File: src/rtl/rsa_result_writer.sv
// Packs the RSA byte stream LSB-first into 256-bit words and writes them to DRAM over Avalon-MM.
// Write is asserted 1 cycle after the word's last byte; a full 2-entry FIFO stalls only byte 31 of a block.
module rsa_result_writer #(
  parameter int ADDR_W = 32,
  parameter int DATA_W = 256,
  parameter int BYTES  = 32,
  parameter int CNT_W  = 16
) (
  input  logic              clk,
  input  logic              reset,
  input  logic              start,
  input  logic [ADDR_W-1:0] base_addr,
  input  logic [CNT_W-1:0]  num_blocks,
  input  logic              byte_valid,
  input  logic [7:0]        byte_data,
  output logic              byte_ready,
  input  logic              avm_m0_waitrequest,
  output logic [ADDR_W-1:0] avm_m0_address,
  output logic              avm_m0_write,
  output logic [DATA_W-1:0] avm_m0_writedata,
  output logic [BYTES-1:0]  avm_m0_byteenable,
  output logic              busy,
  output logic              done,
  output logic [CNT_W-1:0]  blocks_written
);
  localparam int IDX_W = $clog2(BYTES);
  localparam logic [IDX_W-1:0] LAST_IDX = IDX_W'(BYTES - 1);

  typedef enum logic [1:0] {IDLE, RUN, FLUSH, FIN} state_t;

  state_t            state;
  logic [ADDR_W-1:0] base_q;
  logic [CNT_W-1:0]  num_q;
  logic [CNT_W-1:0]  acc_cnt;
  logic [CNT_W-1:0]  wr_cnt;
  logic [IDX_W-1:0]  byte_idx;
  logic [DATA_W-1:0] pack;
  logic [DATA_W-1:0] full_word;
  logic [DATA_W-1:0] fifo_mem [2];
  logic              rd_ptr;
  logic              wr_ptr;
  logic [1:0]        fifo_count;
  logic [1:0]        fifo_count_nxt;
  logic              write_q;
  logic              busy_q;
  logic              done_q;
  logic              byte_fire;
  logic              push;
  logic              pop;

  assign byte_ready = (state == RUN) && (acc_cnt < num_q) &&
                      ((byte_idx != LAST_IDX) || (fifo_count < 2'd2));
  assign byte_fire  = byte_valid && byte_ready;
  assign push       = byte_fire && (byte_idx == LAST_IDX);
  assign pop        = write_q && !avm_m0_waitrequest;

  // The last byte bypasses the pack register so the word is pushed in the same cycle it completes.
  always_comb begin
    full_word = pack;
    full_word[DATA_W-1 -: 8] = byte_data;
  end

  always_comb begin
    fifo_count_nxt = fifo_count;
    if (push && !pop)
      fifo_count_nxt = fifo_count + 2'd1;
    else if (pop && !push)
      fifo_count_nxt = fifo_count - 2'd1;
  end

  assign avm_m0_address    = base_q + (ADDR_W'(wr_cnt) * ADDR_W'(BYTES));
  assign avm_m0_writedata  = fifo_mem[rd_ptr];
  assign avm_m0_write      = write_q;
  assign avm_m0_byteenable = '1;
  assign busy              = busy_q;
  assign done              = done_q;
  assign blocks_written    = wr_cnt;

  always_ff @(posedge clk or negedge reset) begin
    if (!reset) begin
      state       <= IDLE;
      base_q      <= '0;
      num_q       <= '0;
      acc_cnt     <= '0;
      wr_cnt      <= '0;
      byte_idx    <= '0;
      pack        <= '0;
      fifo_mem[0] <= '0;
      fifo_mem[1] <= '0;
      rd_ptr      <= 1'b0;
      wr_ptr      <= 1'b0;
      fifo_count  <= 2'd0;
      write_q     <= 1'b0;
      busy_q      <= 1'b0;
      done_q      <= 1'b0;
    end else begin
      if (byte_fire) begin
        pack[8*byte_idx +: 8] <= byte_data;
        byte_idx <= push ? '0 : byte_idx + 1'b1;
      end
      if (push) begin
        fifo_mem[wr_ptr] <= full_word;
        wr_ptr  <= ~wr_ptr;
        acc_cnt <= acc_cnt + 1'b1;
      end
      if (pop) begin
        rd_ptr <= ~rd_ptr;
        wr_cnt <= wr_cnt + 1'b1;
      end
      fifo_count <= fifo_count_nxt;
      // Write stays up while anything is queued, giving back-to-back bursts.
      write_q    <= (fifo_count_nxt != 2'd0);

      case (state)
        IDLE: begin
          if (start) begin
            base_q   <= base_addr;
            num_q    <= num_blocks;
            byte_idx <= '0;
            acc_cnt  <= '0;
            wr_cnt   <= '0;
            if (num_blocks == '0) begin
              state  <= FIN;
              done_q <= 1'b1;
            end else begin
              state  <= RUN;
              busy_q <= 1'b1;
            end
          end
        end
        RUN: begin
          if (acc_cnt == num_q)
            state <= FLUSH;
        end
        FLUSH: begin
          if ((fifo_count == 2'd0) && (wr_cnt == num_q)) begin
            state  <= FIN;
            busy_q <= 1'b0;
            done_q <= 1'b1;
          end
        end
        FIN: begin
          state  <= IDLE;
          done_q <= 1'b0;
        end
        default: state <= IDLE;
      endcase
    end
  end
endmodule

File: config.mk
export PLATFORM = sky130hd
export DESIGN_NAME = rsa_result_writer
export DESIGN_NICKNAME = d
export VERILOG_FILES = /design/src/rtl/rsa_result_writer.sv
export SDC_FILE = /design/constraint.sdc
export NUM_CORES = 1
export LEC_CHECK = 0
export ABC_AREA = 1
export CAP_MARGIN = 30
export CORE_MARGIN = 2
export CORE_UTILIZATION = 46
export DETAILED_ROUTE_END_ITERATION = 16
export PLACE_DENSITY = 0.67
export SKIP_LAST_GASP = 1
export SLEW_MARGIN = 20
export SYNTH_ARGS = -nofsm -noshare
export SYNTH_HDL_FRONTEND = slang
export SYNTH_SLANG_ARGS = --single-unit
File: constraint.sdc
create_clock -name clk -period 7.1 [get_ports clk]
set_clock_uncertainty 0.15 [all_clocks]
set_input_delay 0.71 -clock clk [delete_from_list [all_inputs] [get_ports clk]]
set_output_delay 0.71 -clock clk [all_outputs]
set_load 0.03 [all_outputs]
Word-level counts from Yosys, hierarchy flattened
Index checks and enable logic that the tools add are counted.
{"block": "totals", "elab_cells": 100, "register_bits": 862, "input_bits": 61, "out_inout_bits": 340}
{"block": "classes", "addsub": 7, "n_eq_ne": 12, "n_reduce_logical": 23, "magnitude_cmp": 5, "shift": 2, "bitwise": 4, "n_mux": 32}
{"op": "$mux W256", "count": 4}
{"op": "$bwmux W512", "count": 1}
{"op": "$bwmux W256", "count": 1}
{"op": "$demux W256 S1", "count": 1}
{"op": "$shift A8 B34 Y256 const A", "count": 1}
{"op": "$shiftx A8 B34 Y256", "count": 1}
{"op": "$mux W16", "count": 6}
{"op": "$neg A8 Y34", "count": 1}
{"op": "$add A16 B1 Y16 const B", "count": 2}
{"op": "$add A32 B21 Y32", "count": 1}
{"op": "$eq A16 B16 Y1", "count": 2}
{"op": "$mux W5", "count": 4}
{"op": "$logic_not A16 Y1", "count": 1}
{"op": "$lt A16 B16 Y1", "count": 1}
{"op": "$mux W2", "count": 6}
{"op": "$logic_and A1 B1 Y1", "count": 9}
{"op": "$ne A2 B2 Y1 const B", "count": 4}
{"op": "$pmux W2 S4", "count": 1}
{"op": "$reduce_and A4 Y1", "count": 2}
{"op": "$mux W1", "count": 6}
{"op": "$add A5 B1 Y5 const B", "count": 1}
{"op": "$eq A5 B5 Y1 const B", "count": 1}
{"op": "$ne A5 B5 Y1 const B", "count": 1}
{"op": "$eq A2 B2 Y1 const B", "count": 2}
{"op": "18 further kinds", "count": 25}

Longest topological paths before layout
Gate-level depths: netlist (run 1).
{"block": "depth", "word_depth": 10, "ltp_mapped": 17, "mapped_depth_nobuf": 16}

Worst setup path before layout (run 1)
Ideal clock, no wire load.
{"block": "synth_timing", "path_kind": "flip-flop to output port", "startpoint": "register wr_cnt[0], in the netlist blocks_written[0]", "endpoint": "output avm_m0_address[23]", "required_time_ns": 6.240, "n_path_buf": 0, "t_arrival_ns": 2.767, "slack_ns": 3.473, "path_stages_with_launch": 11, "path_cell_list": "dfrtp_1 -> ha_1 -> inv_1 -> fa_1 -> o21ai_0 -> a21oi_1 -> o21ai_0 -> nand2_1 -> nand2_1 -> nand2_1 -> xnor2_1"}
{"block": "synth_between", "elab_chain_len": 1}
{"item": "start: declaration", "line_no": "35", "rtl": "logic [CNT_W-1:0] wr_cnt;"}
{"item": "start signal: assignment", "line_no": "108", "rtl": "wr_cnt <= wr_cnt + 1'b1;"}
{"item": "$add A32 B21 Y32", "line_no": "71", "rtl": "assign avm_m0_address = base_q + (ADDR_W'(wr_cnt) * ADDR_W'(BYTES));"}
{"item": "end: declaration", "line_no": "18", "rtl": "output logic [ADDR_W-1:0] avm_m0_address,"}
Every way passes these cells.

Worst setup path in the final report (run 1)
{"block": "layout_timing", "startpoint": "register wr_cnt[0], in the netlist blocks_written[0]", "endpoint": "output avm_m0_address[25]"}
Same word-level chain as after synthesis.

==> out/qor.yml, run 1 <==
global_routing:
  grt_pass1_vias: 32140
  grt.overflow.total: 0
  grt_pass1_wl_um: 190800
  antenna_found_initial: 2
  busiest_layer: "met2"
  grtUsageMet2_pct: 40.93
  grt_usage_pct: 27.14
  use_met3_pct: 4.328
  use_met1_pct: 38.92
  grt_start_max_net_pins: 266
place:
  place_congestion: 0.9221
  place.port_buffers: 368
  dp.cells: 6224
  hpwl_um: 82110
clock_tree:
  clk_pin_slew_worst_paths_ps: 60
  clock-sinks: 854
  cts_tree: "done"
  cts_made_buffers: 92
  cts_root_buf: "clkbuf_16"
  clk_path_buf_depth: 3
  h-tree-depth: 3
  post_cts_buffers: 0
  clk_latency_ps: 660
logic_synthesis:
  async_flop_share_pct: 100.0
  netlist_instances: 4960
  syn_area_mm2: 0.04027
  yosysTopAreaCellShare_pct: 53.07
  postSynthAreaPerCell_um2: 8.118
  synth_cell_types: 48
  yosysMostFrequentCell: "nand2_1"
  yosys_warnings: 0
  ys_top_cells_by_count: "nand2_1, o21ai_0, dfrtp_1"
  ys.flop_type: "dfrtp_1"
  ys_seq_area_share_pct: 53.07
  ys_ff_latch: 854
  synth_top_cell_by_area: "dfrtp_1"
  synth-edff-count: 0
  synthTopCellsByArea: "dfrtp_1, nand2_1, o21ai_0"
timing:
  setup_violations: 0
  tightest_slew_ps: 1144
  final-hold-violation-count: 0
  rsz0062_at_grt: "no"
  timing.fmax_ghz: 0.1966
  setup_tns_ps: 0
  period_share_pct: 71.64
  slew_headroom_pct: 23.75
  final_max_slew_viol_count: 0
  period_minus_slack_ps: 5086
critical_path:
  reg2reg_slack_ps: 2550
  reg2reg_depth: 15
  crit_path_cell_trace: "ha_1 > inv_1 > fa_1 > o21ai_0 > a21oi_1 > o21ai_0 > nand2_1 > nand2_1 > nand2_1 > xor2_1 > clkdlybuf4s50_1"
  end_kind: "output pin"
  worstSetupStartpointType: "flop"
  crit_type: "reg -> out"
  cp_slowest_cell: "clkdlybuf4s50_1"
  r2r-start: "byte_idx[0]"
  cp_common_cell: "nand2_1"
  critical_path.max_fanout: 5
  cp.arrival_ps: 4230
  cp.required_ps: 6240
  cpPeakStageDelay_ps: 700
  r2r_end: "fifo_mem[68]"
power:
  seq_power_share_pct: 30.0
  p_int_uw: 10220
  comb_power_share_pct: 42.7
  p_clk_share_pct: 27.3
  p_sw_share_pct: 42.84
  p_per_area_mw_per_mm2: 376.4
  switchingPower_uw: 7657
  p_leak_uw: 0.02275
  ir_drop_uv: 309.0
min_path:
  hold_path.startpoint: "busy"
  worstHoldPathType: "reg -> reg"
  min_path_cells: 2
  min_to: "busy"
drt:
  wl_per_cell_um: 19.18
  dr.pass1.iters: 8
  drtIter0Drc: 3134
  num_vias: 34220
  drc_errors: 0
  drtAntennaViolNets: 0
  routed_via_density: 5.351
  routed_wirelength_um: 122700
job:
  maxCapViolCount: 0
layout:
  fin_cells: 6396
  syn2layout_area_growth_pct: 17.92
  num-fill-cells: 8095
  layout.nets: 5271
  drive_gt1_share_pct: 5.995
die:
  row_count: 108
  dieArea_mm2: 0.08992
  ios: 401
  core-area_mm2: 0.08675
  die_h_um: 299.9
  die_x_um: 299.9
  start_util_pct: 46.41
run_status:
  outcome: "finished, final reports clean"
## registers in the layout (all words and copies together), names as in the netlist
signal,cells
done,1
byte_idx,5
busy,1
rd_ptr,1
acc_cnt,16
fifo_mem,512
fifo_count,2
wr_ptr,1
num_q,16
state,2
blocks_written,16
base_q,32
avm_m0_write,1
pack,248
## repair_timing
item / in CTS / in global routing
resized for setup: 0 / 0
endpoints found under the hold margin: 62 / 0
hold buffers: 1 / 0
## worst max-delay path, delay by kind of cell, from the launching register on
kind                       cells  cell delay, ps
AOI/OAI and AO/OA              3            1120
buffers and inverters          2             760
adders and majority gates      2             610
DFF                            1             460
and+or+nand+nor                3             450
xor gates and xnor gates       1             170
## cell type report
class                   instances  area (µm²)  area share (%)
repair buffers                417        4199           8.844
clock inverters                28       335.3          0.7062
well taps                    1155        1445           3.044
clock buffers                 139        2734           5.758
flip-flops and latches        854       21370           45.02
inverters                     393        1483           3.123
diodes                          3       7.507         0.01581
multi-input cells            3407       15900           33.49
## worst max-delay path by stage
stage                 startpoint                  to  slack, ps  cells after the start
6_report       blocks_written[0]  avm_m0_address[25]       2010                     11
5_1_grt        blocks_written[0]  avm_m0_address[25]       1770                     11
4_1_cts        blocks_written[0]  avm_m0_address[23]       2090                     11
3_5_place_dp         byte_idx[0]        fifo_mem[68]       2620                     15
3_3_place_gp         byte_idx[0]       fifo_mem[122]       2700                     15
2_1_floorplan  blocks_written[0]  avm_m0_address[23]       3470                     10
## power by group through the flow
stage	sequential, µW	clock [µW]	combinational (µW)
after detailed placement	5440	0	7600
after floorplan	5350	0	4520
after global placement	5440	0	7560
final	5360	4880	7630
after global routing	5390	5140	8050
after CTS	5360	4950	7640
## per-stage QoR
| step | hold slack [ps] | instance area, µm² | total power [µW] | setup slack, ps | utilization (%) |
|---|---|---|---|---|---|
| CTS | 337.5 | 47470 | 17940 | 2089 | 54.72 |
| global placement | 315.4 | 44290 | 13000 | 2701 | 51.05 |
| floorplan | 264.4 | 40380 | 9865 | 3473 | - |
| global route | 353.7 | 47480 | 18580 | 1772 | 54.73 |
| finish | 331.5 | 47480 | 17870 | 2014 | 54.73 |
| detailed placement | 319.9 | 44390 | 13050 | 2621 | 51.17 |
## cell families (layout without fill, tap and decap cells)
family / Yosys count / after routing / synth area share (%)
and+or+nand+nor: 2206 / 2206 / 22.88
AOI/OAI and AO/OA: 1079 / 1079 / 13.73
DFF: 854 / 854 / 53.07
buffers and inverters: 730 / 977 / 7.908
adders and majority gates: 45 / 45 / 1.417
xor gates and xnor gates: 45 / 45 / 0.9788
other: 1 / 35 / 0.009313
## cells in the final DEF (no fill, tap or decap), types with 63 or more instances in the layout
cell             synthesis  layout
nor2_1                 173     173
inv_1                  384     382
o21ai_0                871     871
clkbuf_16                0      96
clkdlybuf4s50_1          0     367
nand3_1                124     124
nand4_1                 63      63
dfrtp_1                854     853
o21ai_1                115     115
nand2_1               1697    1696
## layer usage
layer	share of wire (%)	wire length, µm
met5	0	0
met4	4.2	5212
met3	6.8	8316
met2	45	55440
met1	44	53720
Power figures use the tool's default switching activity.
==> inputs of run 2 (changes only) <==
clock period = 5.35 ns   (was 7.1 ns; I/O delays follow)
==> run 2 against run 1 <==
The run now ends with max-slew violations left. Highest routed layer unchanged. Critical endpoint is now avm_m0_address[23]. Sequential power increased by 33%. Hold slack got worse by 74 ps. Worst setup slack got worse by 1400 ps. Count of clock-buffer cells in the layout decreased by 9. Combinational power increased by 31%. Global-route usage decreased by 0.20 points. Die area unchanged. Non-clock buffer count increased by 3. Critical path depth unchanged.
==> out/qor.yml, run 2 (synthesis gave the netlist of run 1 again) <==
run_status:
  outcome: "finished with violations"
  violations: "max-slew violations"
power:
  ir_drop_uv: 449.6  # +45%
  p_per_area_mw_per_mm2: 497.4  # +32%
  p_leak_uw: 0.02277  # about the same
place:
  place_congestion: 0.9285  # +0.69%
  place.port_buffers: 368  # unchanged
  hpwl_um: 81600  # -0.62%
  place_area_mm2: 0.04446  # +0.15%
drt:
  drtIter0Drc: 3587  # +14%
  dr.pass1.iters: 8  # unchanged
  drtAntennaViolNets: 0  # unchanged
  drc_errors: 0  # unchanged
  num_vias: 34220  # -0.015%
  routed_via_density: 5.355  # about the same
  wl_per_cell_um: 19.14  # -0.24%
  routed_wirelength_um: 122300  # -0.33%
layout:
  mostFrequentLayoutCells: "nand2_1, o21ai_0, dfrtp_1"
  final_common_cell: "nand2_1"
  fin_area_mm2: 0.04753  # +0.10%
  reg.largest.list: "fifo_mem x512, pack x248, base_q x32"
  largest-register: "fifo_mem"
  drive_gt1_share_pct: 6.095  # +0.10 points
  largest_reg_flops: 512  # unchanged
  syn2layout_area_growth_pct: 18.04
  layout.nets: 5272  # +0.019%
critical_path:
  critical_path.max_fanout: 5  # unchanged
  cp.arrival_ps: 4050  # -180 ps
  end_kind: "output pin"
  cp.required_ps: 4660  # -1580 ps
  crit_type: "reg -> out"
  worstSetupStartpointType: "flop"
min_path:
  worstHoldPathType: "in -> reg"
timing:
  setup_tns_ps: 0  # unchanged
  final_max_slew_viol_count: 82  # +82
  timing.fmax_ghz: 0.2113
  setup_violations: 0  # unchanged
  rsz0062_at_grt: "no"
  whs_ps: 257.7  # -73.86 ps
  period_minus_slack_ps: 4732
  slew_headroom_pct: -7.411  # -31 points
  final-hold-violation-count: 0  # unchanged
  tightest_slew_ps: 1611  # +467.4 ps
  period_share_pct: 88.44
die:
  row_count: 108  # unchanged
  ios: 401  # unchanged
  start_util_pct: 46.41  # unchanged
  die_x_um: 299.9  # unchanged
  core-area_mm2: 0.08675  # unchanged
  die_h_um: 299.9  # unchanged
  dieArea_mm2: 0.08992  # unchanged
clock_tree:
  clk_pin_slew_worst_paths_ps: 60  # about the same
  cts_root_buf: "clkbuf_16"
  clk_path_buf_depth: 3  # unchanged
  h-tree-depth: 3  # unchanged
  post_cts_resized: 0  # unchanged
  cts_tree: "done"
  cts_made_buffers: 90  # -2.2%
  clk_latency_ps: 650  # about the same
  clock-sinks: 854  # unchanged
  post_cts_buffers: 0  # unchanged
global_routing:
  grt_start_max_net_pins: 246  # -7.5%
  grt.overflow.total: 0  # unchanged
  antenna_found_initial: 1  # -1
  grt_pass1_wl_um: 189200  # -0.81%
  grt_pass1_vias: 31410  # -2.2%
  grt_usage_pct: 26.95  # -0.20 points
job:
  maxCapViolCount: 0  # unchanged
==> run 2: path summary, 6_finish.rpt <==
path                                   startpoint                 end  slack, ps  cells past startpoint
worst max-delay path            blocks_written[0]  avm_m0_address[23]        620                     11
worst min-delay path                base_addr[29]          base_q[29]        260                      3
max in group asynchronous                   reset        fifo_mem[89]       3300                      3
worst min register to register         base_q[15]          base_q[15]        340                      2
worst max register to register        byte_idx[0]           pack[211]       1460                     11
min in group asynchronous                   reset        fifo_mem[19]        380                      2
==> run 2: where the power goes <==
group | switching (µW) | total (µW) | internal [µW] | leakage, µW
registers | 385 | 7150 | 6760 | 0.0104
clock network | 2660 | 6490 | 3820 | 0.00150
logic | 7000 | 10000 | 3010 | 0.0108
total | 10000 | 23600 | 13600 | 0.0228
==> run 2: critical path, cell delays in order, from the launching register on <==
cell	delay, ps
dfrtp_1	420
ha_1	210
inv_1	60
fa_1	390
o21ai_0	320
a21oi_1	170
o21ai_0	570
nand2_1	130
nand2_1	200
nand2_1	100
xnor2_1	130
clkdlybuf4s50_1	680
==> run 2: layout make-up <==
| cell class | count | area, µm² |
|---|---|---|
| Fill cell | 7986 | 39220 |
| Multi-Input combinational cell | 3407 | 15900 |
| Clock inverter | 30 | 415.4 |
| Clock buffer | 130 | 2644 |
| Antenna cell | 1 | 2.502 |
| Tap cell | 1155 | 1445 |
| Timing Repair Buffer | 420 | 4269 |
| Sequential cell | 854 | 21370 |
| Inverter | 393 | 1483 |
==> run 2: timing repair <==
item                       in CTS  in global routing
hold endpoints to repair       83                  0
setup endpoints to repair       0                  0
hold buffers                    1                  0
==> run 2: layer usage <==
| metal | part of all wire (%) | wire [µm] | up-vias | GRT usage (%) |
|---|---|---|---|---|
| met5 | 0 | 0 | - | 0 |
| met4 | 4.0 | 4857 | 0 | 10.43 |
| met3 | 7.2 | 8758 | 232 | 4.509 |
| met2 | 45 | 55070 | 1265 | 40.59 |
| met1 | 44 | 53600 | 16480 | 38.99 |
| li1 | - | - | 16240 | - |
==> run 2: through the flow <==
step / util, % / instances / total power, µW / setup WS (ps)
2_1_floorplan: - / 4991 / 13090 / 1898
3_3_place_gp: 51.25 / 6228 / 17210 / 1342
3_5_place_dp: 51.25 / 6228 / 17220 / 1342
4_1_cts: 54.78 / 6389 / 23730 / 608.4
5_1_grt: 54.79 / 6390 / 24580 / 360.7
6_report: 54.79 / 6390 / 23640 / 618.3
